<file path="src/rtl/bias_rom_stream_ctrl.sv">
// bias_rom_stream_ctrl: streams a fixed-latency parameter ROM as valid/ready beats over a programmable number of passes.
module bias_rom_stream_ctrl #(
  parameter int DATA_WIDTH  = 32,
  parameter int OUT_DEPTH   = 32,
  parameter int ADDR_WIDTH  = $clog2(OUT_DEPTH) + 1,
  parameter int ROM_LATENCY = 2,
  parameter int FIFO_DEPTH  = 4,
  parameter int PASS_WIDTH  = 16
) (
  input  logic                  clk,
  input  logic                  rst,
  input  logic                  start,
  input  logic [PASS_WIDTH-1:0] num_passes,
  output logic                  busy,
  output logic                  done,
  output logic [ADDR_WIDTH-1:0] rom_addr,
  output logic                  rom_ce,
  input  logic [DATA_WIDTH-1:0] rom_q,
  output logic [DATA_WIDTH-1:0] data_out,
  output logic                  data_out_valid,
  input  logic                  data_out_ready
);
  localparam int FW = FIFO_DEPTH > 1 ? $clog2(FIFO_DEPTH) : 1;
  localparam int CW = $clog2(FIFO_DEPTH + 1);
  typedef enum logic [1:0] {IDLE, RUN, DRAIN} state_t;
  state_t state;
  logic [ADDR_WIDTH-1:0] ptr, addr_q;
  logic [PASS_WIDTH-1:0] pass_cnt, passes;
  logic [ROM_LATENCY-1:0] trk;
  logic [DATA_WIDTH-1:0] mem [FIFO_DEPTH];
  logic [FW-1:0] rd, wr;
  logic [CW-1:0] fifo_count, inflight;
  logic issue, push, pop, wrap, last, empty;
  always_comb begin
    inflight = '0;
    for (int i = 0; i < ROM_LATENCY; i++) inflight += CW'(trk[i]);
  end
  // Credit: words already queued plus words still in the ROM pipe must fit the FIFO.
  assign issue = !rst && state == RUN && ({1'b0, fifo_count} + {1'b0, inflight}) < (CW+1)'(FIFO_DEPTH);
  assign push = trk[ROM_LATENCY-1];
  assign pop = data_out_valid && data_out_ready;
  assign wrap = ptr == ADDR_WIDTH'(OUT_DEPTH - 1);
  assign last = wrap && pass_cnt == passes - 1'b1;
  assign empty = fifo_count == '0;
  assign data_out_valid = !empty;
  assign data_out = mem[rd];
  assign rom_ce = 1'b1;
  assign busy = state != IDLE;
  assign done = state == DRAIN && empty && inflight == '0;
  assign rom_addr = issue ? ptr : addr_q;
  always_ff @(posedge clk) if (push) mem[wr] <= rom_q;
  always_ff @(posedge clk) begin
    if (rst) begin
      state <= IDLE;
      ptr <= '0;
      addr_q <= '0;
      pass_cnt <= '0;
      passes <= '0;
      trk <= '0;
      rd <= '0;
      wr <= '0;
      fifo_count <= '0;
    end else begin
      addr_q <= rom_addr;
      trk <= ROM_LATENCY'({trk, issue});
      if (push) wr <= wr == FW'(FIFO_DEPTH - 1) ? '0 : wr + 1'b1;
      if (pop) rd <= rd == FW'(FIFO_DEPTH - 1) ? '0 : rd + 1'b1;
      fifo_count <= fifo_count + CW'(push) - CW'(pop);
      if (issue) begin
        ptr <= wrap ? '0 : ptr + 1'b1;
        if (wrap) pass_cnt <= pass_cnt + 1'b1;
      end
      case (state)
        IDLE: if (start) begin
          passes <= num_passes;
          pass_cnt <= '0;
          ptr <= '0;
          state <= num_passes != '0 ? RUN : DRAIN;
        end
        RUN: if (issue && last) state <= DRAIN;
        DRAIN: if (done) state <= IDLE;
        default: state <= IDLE;
      endcase
    end
  end
endmodule

</file>
<file path="config.mk">
export PLATFORM = sky130hd
export DESIGN_NAME = bias_rom_stream_ctrl
export DESIGN_NICKNAME = d
export VERILOG_FILES = /design/src/rtl/bias_rom_stream_ctrl.sv
export SDC_FILE = /design/constraint.sdc
export NUM_CORES = 1
export LEC_CHECK = 0
export CORE_MARGIN = 10
export CORE_UTILIZATION = 63
export CTS_CLUSTER_SIZE = 16
export DETAILED_ROUTE_END_ITERATION = 12
export DONT_BUFFER_PORTS = 1
export MAX_ROUTING_LAYER = met4
export PLACE_DENSITY = 0.82
export SETUP_SLACK_MARGIN = 0.5
export SYNTH_ARGS = -nofsm -noshare
export SYNTH_HDL_FRONTEND = slang
export SYNTH_SLANG_ARGS = --single-unit
export TNS_END_PERCENT = 30
</file>
<file path="constraint.sdc">
create_clock -name clk -period 4.8 [get_ports clk]
set_clock_uncertainty 0.15 [all_clocks]
set_input_delay 0.48 -clock clk [delete_from_list [all_inputs] [get_ports clk]]
set_output_delay 0.48 -clock clk [all_outputs]
set_load 0.01 [all_outputs]
</file>
==> flow_metrics.tcl <==
set metrics [dict create \
    area_delta_synth_final_pct 12.79 \
    critPathBufInv 1 \
    initial_core_util_pct 63.89 \
    clock-root-buffer "sky130_fd_sc_hd__clkbuf_16" \
    power.leakage_nw 2.847 \
    drive_gt1_share_pct 12.86 \
    sw_frac_of_total_pct 26.03 \
    grt_util_all_layers_pct 20.20 \
    cts_tree "yes" \
    worstMarginPinSlew_ps 1160 \
    setup.worst_path.class "flop to flop" \
    grt_max_degree 33 \
    max_cap_violations 0 \
    worst_setup_path_end_kind "flop" \
    yosysWarnings 0 \
    grt_setup_unrepaired "no" \
    design.final.nets 646 \
    wire_per_inst_um 21.01 \
    p_clk_share_pct 34.0 \
    hold_class "input pin to flop" \
    critical_path.startpoint_type "flop" \
    async_reset_ff_share_pct 0 \
    outcome "finished, final reports clean" \
    number_of_max_slew_violations_in_the_final_report 0 \
    finalWorstPathRequiredPeriod_ps 3217 \
    postSynthRegisterBits 185 \
    seqPwrFrac_pct 49.8 \
    hold_viol_final 0 \
    tritoncts_num_sinks 185 \
    critical-path-top-delay-family "simple AND/OR/NAND/NOR gates" \
    post_cts_resized 0 \
    clockBufferDepth 2 \
    critical-path-max-stage-delay_ps 510 \
    fp.dieArea_um2 16880 \
    worstHoldEndpoint "passes[9]" \
    mappedNetlistNets 613 \
    crit_required_ps 4980 \
    p_comb_share_pct 16.3 \
    finalInstanceArea_um2 8583 \
    slew-limit-headroom_pct 22.40 \
    final_core_util_pct 72.06 \
    total_switching_power_mw 0.9388 \
    htree_num_levels 4 \
    critical_path_arrival_ps 3390 \
    path_cells "ha_1 > ha_1 > nor3_1 > nand3_1 > inv_1 > nand2_1 > a21oi_1 > nand4_1 > or4_4 > a211oi_2" \
    synth_top_flop_cell "sky130_fd_sc_hd__edfxtp_1" \
    crit-reg2reg-capture "state[1]" \
    hold_path_depth 2 \
    layout.cells.most_common "sky130_fd_sc_hd__edfxtp_1" \
    final_min_period_over_clock_period_pct 67.02 \
    core_area_um2 11910 \
    worst_ir_drop_vdd_mv 0.2958 \
    worstSkewPairLatency_ps 420 \
    post_synth_inst_count 547 \
    critical-path-top-cell-by-count "sky130_fd_sc_hd__ha_1" \
    detailed_place.area_um2 7742 \
    layout.cells.most_common_list "sky130_fd_sc_hd__edfxtp_1, sky130_fd_sc_hd__nand2_1, sky130_fd_sc_hd__dfxtp_1, sky130_fd_sc_hd__nor2_1, sky130_fd_sc_hd__dlygate4sd3_1" \
    initialDrtViolationCount 348 \
    postRouteWirelength_um 15520 \
    rr_startpoint "trk[1]" \
    internal-power_mw 2.668 \
    via_count_of_the_routed_design 4454 \
    grt_pass1_wl_um 25220 \
    fin_tns_setup_ps 0 \
    antenna_found_initial 1 \
    fmax_mhz 310.8 \
    power-per-cell-area_nw_per_um2 420.2 \
    vias_per_cell 6.027 \
    place.gp.congestion 0.8317 \
    port-buffer-count 0 \
    cts_buffers 17 \
    detailed_place_hpwl_um 10090 \
    synth-edff-count 128 \
    core.rowCount 40 \
    globalRouteOverflowTotal 0 \
    drtAntennaViolNets 0 \
    netlist-cell-type-count 49 \
    via_count_of_the_first_global_routing_pass 4698 \
    path_max_fanout 15 \
    reg2reg_slack_ps 1580 \
    ios 94 \
    drt_pre_antenna_iters 5 \
    fp.dieH_um 129.9 \
    die_w_um 129.9 \
    dpl.cell_count 675 \
    synth.avg_cell_area_um2 13.91 \
    critPathSlowestCell "sky130_fd_sc_hd__or4_4" \
    worstRegToRegCells 10 \
    syn-cell-area_um2 7610 \
    worst_hold_start "num_passes[9]" \
    finish.cell_count_without_fillers 739 \
    seq_area_frac_synth_pct 65.50 \
    design_power_total_mw 3.607 \
    drc_errors 0 \
    cts.clk_slew.worst_paths_ps 60 \
    timing.final.setup_violations 0 \
]
per-layer routing:
layer | track usage (%) | vias up | part of all wire [%]
li1 | - | 2076 | -
met1 | 23.43 | 2225 | 41
met2 | 32.95 | 130 | 51
met3 | 5.761 | 23 | 5.8
met4 | 7.738 | 0 | 1.6
met5 | - | - | 0
state kept, by name, indices dropped and copies added, names as in the netlist, named ones only:
signal / cells
passes: 16
mem: 128
ptr: 6
rd: 2
trk: 2
pass_cnt: 16
addr_q: 6
fifo_count: 3
wr: 2
state: 2
worst max-delay path by stage:
stage,start,endpoint,slack [ps],cells past startpoint
after global placement,trk[1],state[1],1780,10
final,trk[1],state[1],1580,10
after floorplan,passes[0],state[1],2340,10
after CTS,trk[1],state[1],1580,10
after detailed placement,trk[1],state[1],1620,10
after global routing,trk[1],state[1],1280,10
synth_stat cells (5+ instances only):
cell type	instances	area share, %
sky130_fd_sc_hd__edfxtp_1	128	51
sky130_fd_sc_hd__nand2_1	67	3.3
sky130_fd_sc_hd__dfxtp_1	57	15
sky130_fd_sc_hd__nor2_1	38	1.9
sky130_fd_sc_hd__mux4_2	32	9.5
sky130_fd_sc_hd__a21oi_1	30	2.0
sky130_fd_sc_hd__xnor2_1	26	3.0
sky130_fd_sc_hd__clkbuf_1	17	0.84
sky130_fd_sc_hd__inv_1	17	0.84
sky130_fd_sc_hd__nor3_1	16	1.1
sky130_fd_sc_hd__xor2_1	14	1.6
sky130_fd_sc_hd__ha_1	13	2.1
sky130_fd_sc_hd__nand3_1	12	0.79
sky130_fd_sc_hd__nand4_1	8	0.66
sky130_fd_sc_hd__nor2b_1	8	0.66
sky130_fd_sc_hd__nor4_1	8	0.66
sky130_fd_sc_hd__o21ai_0	7	0.46
sky130_fd_sc_hd__buf_1	6	0.30
sky130_fd_sc_hd__and2_1	5	0.41
sky130_fd_sc_hd__nand2b_1	5	0.41
power groups by stage:
stage,clock network (mW),registers (mW),logic [mW]
2_1_floorplan,0,1.81,0.466
3_3_place_gp,0,1.83,0.545
3_5_place_dp,0,1.83,0.556
4_1_cts,1.24,1.80,0.598
5_1_grt,1.31,1.80,0.648
6_report,1.22,1.80,0.586
worst register-to-register path, delay by kind of cell (launching register included):
family,cells,cell delay (ps)
compound gates,2,400
flops,1,380
simple gates,5,1390
fa+ha+maj,2,390
buf+inv,1,410
metrics by stage:
step | hold slack, ps | worst slack [ps]
final | 41.06 | 1583
after global routing | 22.71 | 1281
after CTS | 22.77 | 1577
after detailed placement | 309.3 | 1621
after global placement | 295.3 | 1780
after floorplan | 284.3 | 2338
cell families after synthesis:
family / after synthesis / synth area share, %
DFF: 185 / 65.50
and+or+nand+nor: 181 / 11.54
AOI/OAI and AO/OA: 51 / 4.160
buffers and inverters: 42 / 2.137
xor gates and xnor gates: 40 / 4.604
muxes: 33 / 9.602
adders and majority gates: 14 / 2.401
other: 1 / 0.04928
layout make-up:
class / instances / area [µm²]
flip-flops and latches: 185 / 4986
inverters: 17 / 63.81
clock buffers: 19 / 432.9
repair buffers: 39 / 375.4
clock inverters: 11 / 75.07
fillers: 789 / 3328
multi-input cells: 320 / 2464
diodes: 1 / 2.502
well taps: 147 / 183.9
what timing repair did:
action / CTS / global route
hold buffers: 33 / 0
buffers inserted: 0 / 0
hold endpoints to repair: 161 / 0
Power figures use the tool's default switching activity.
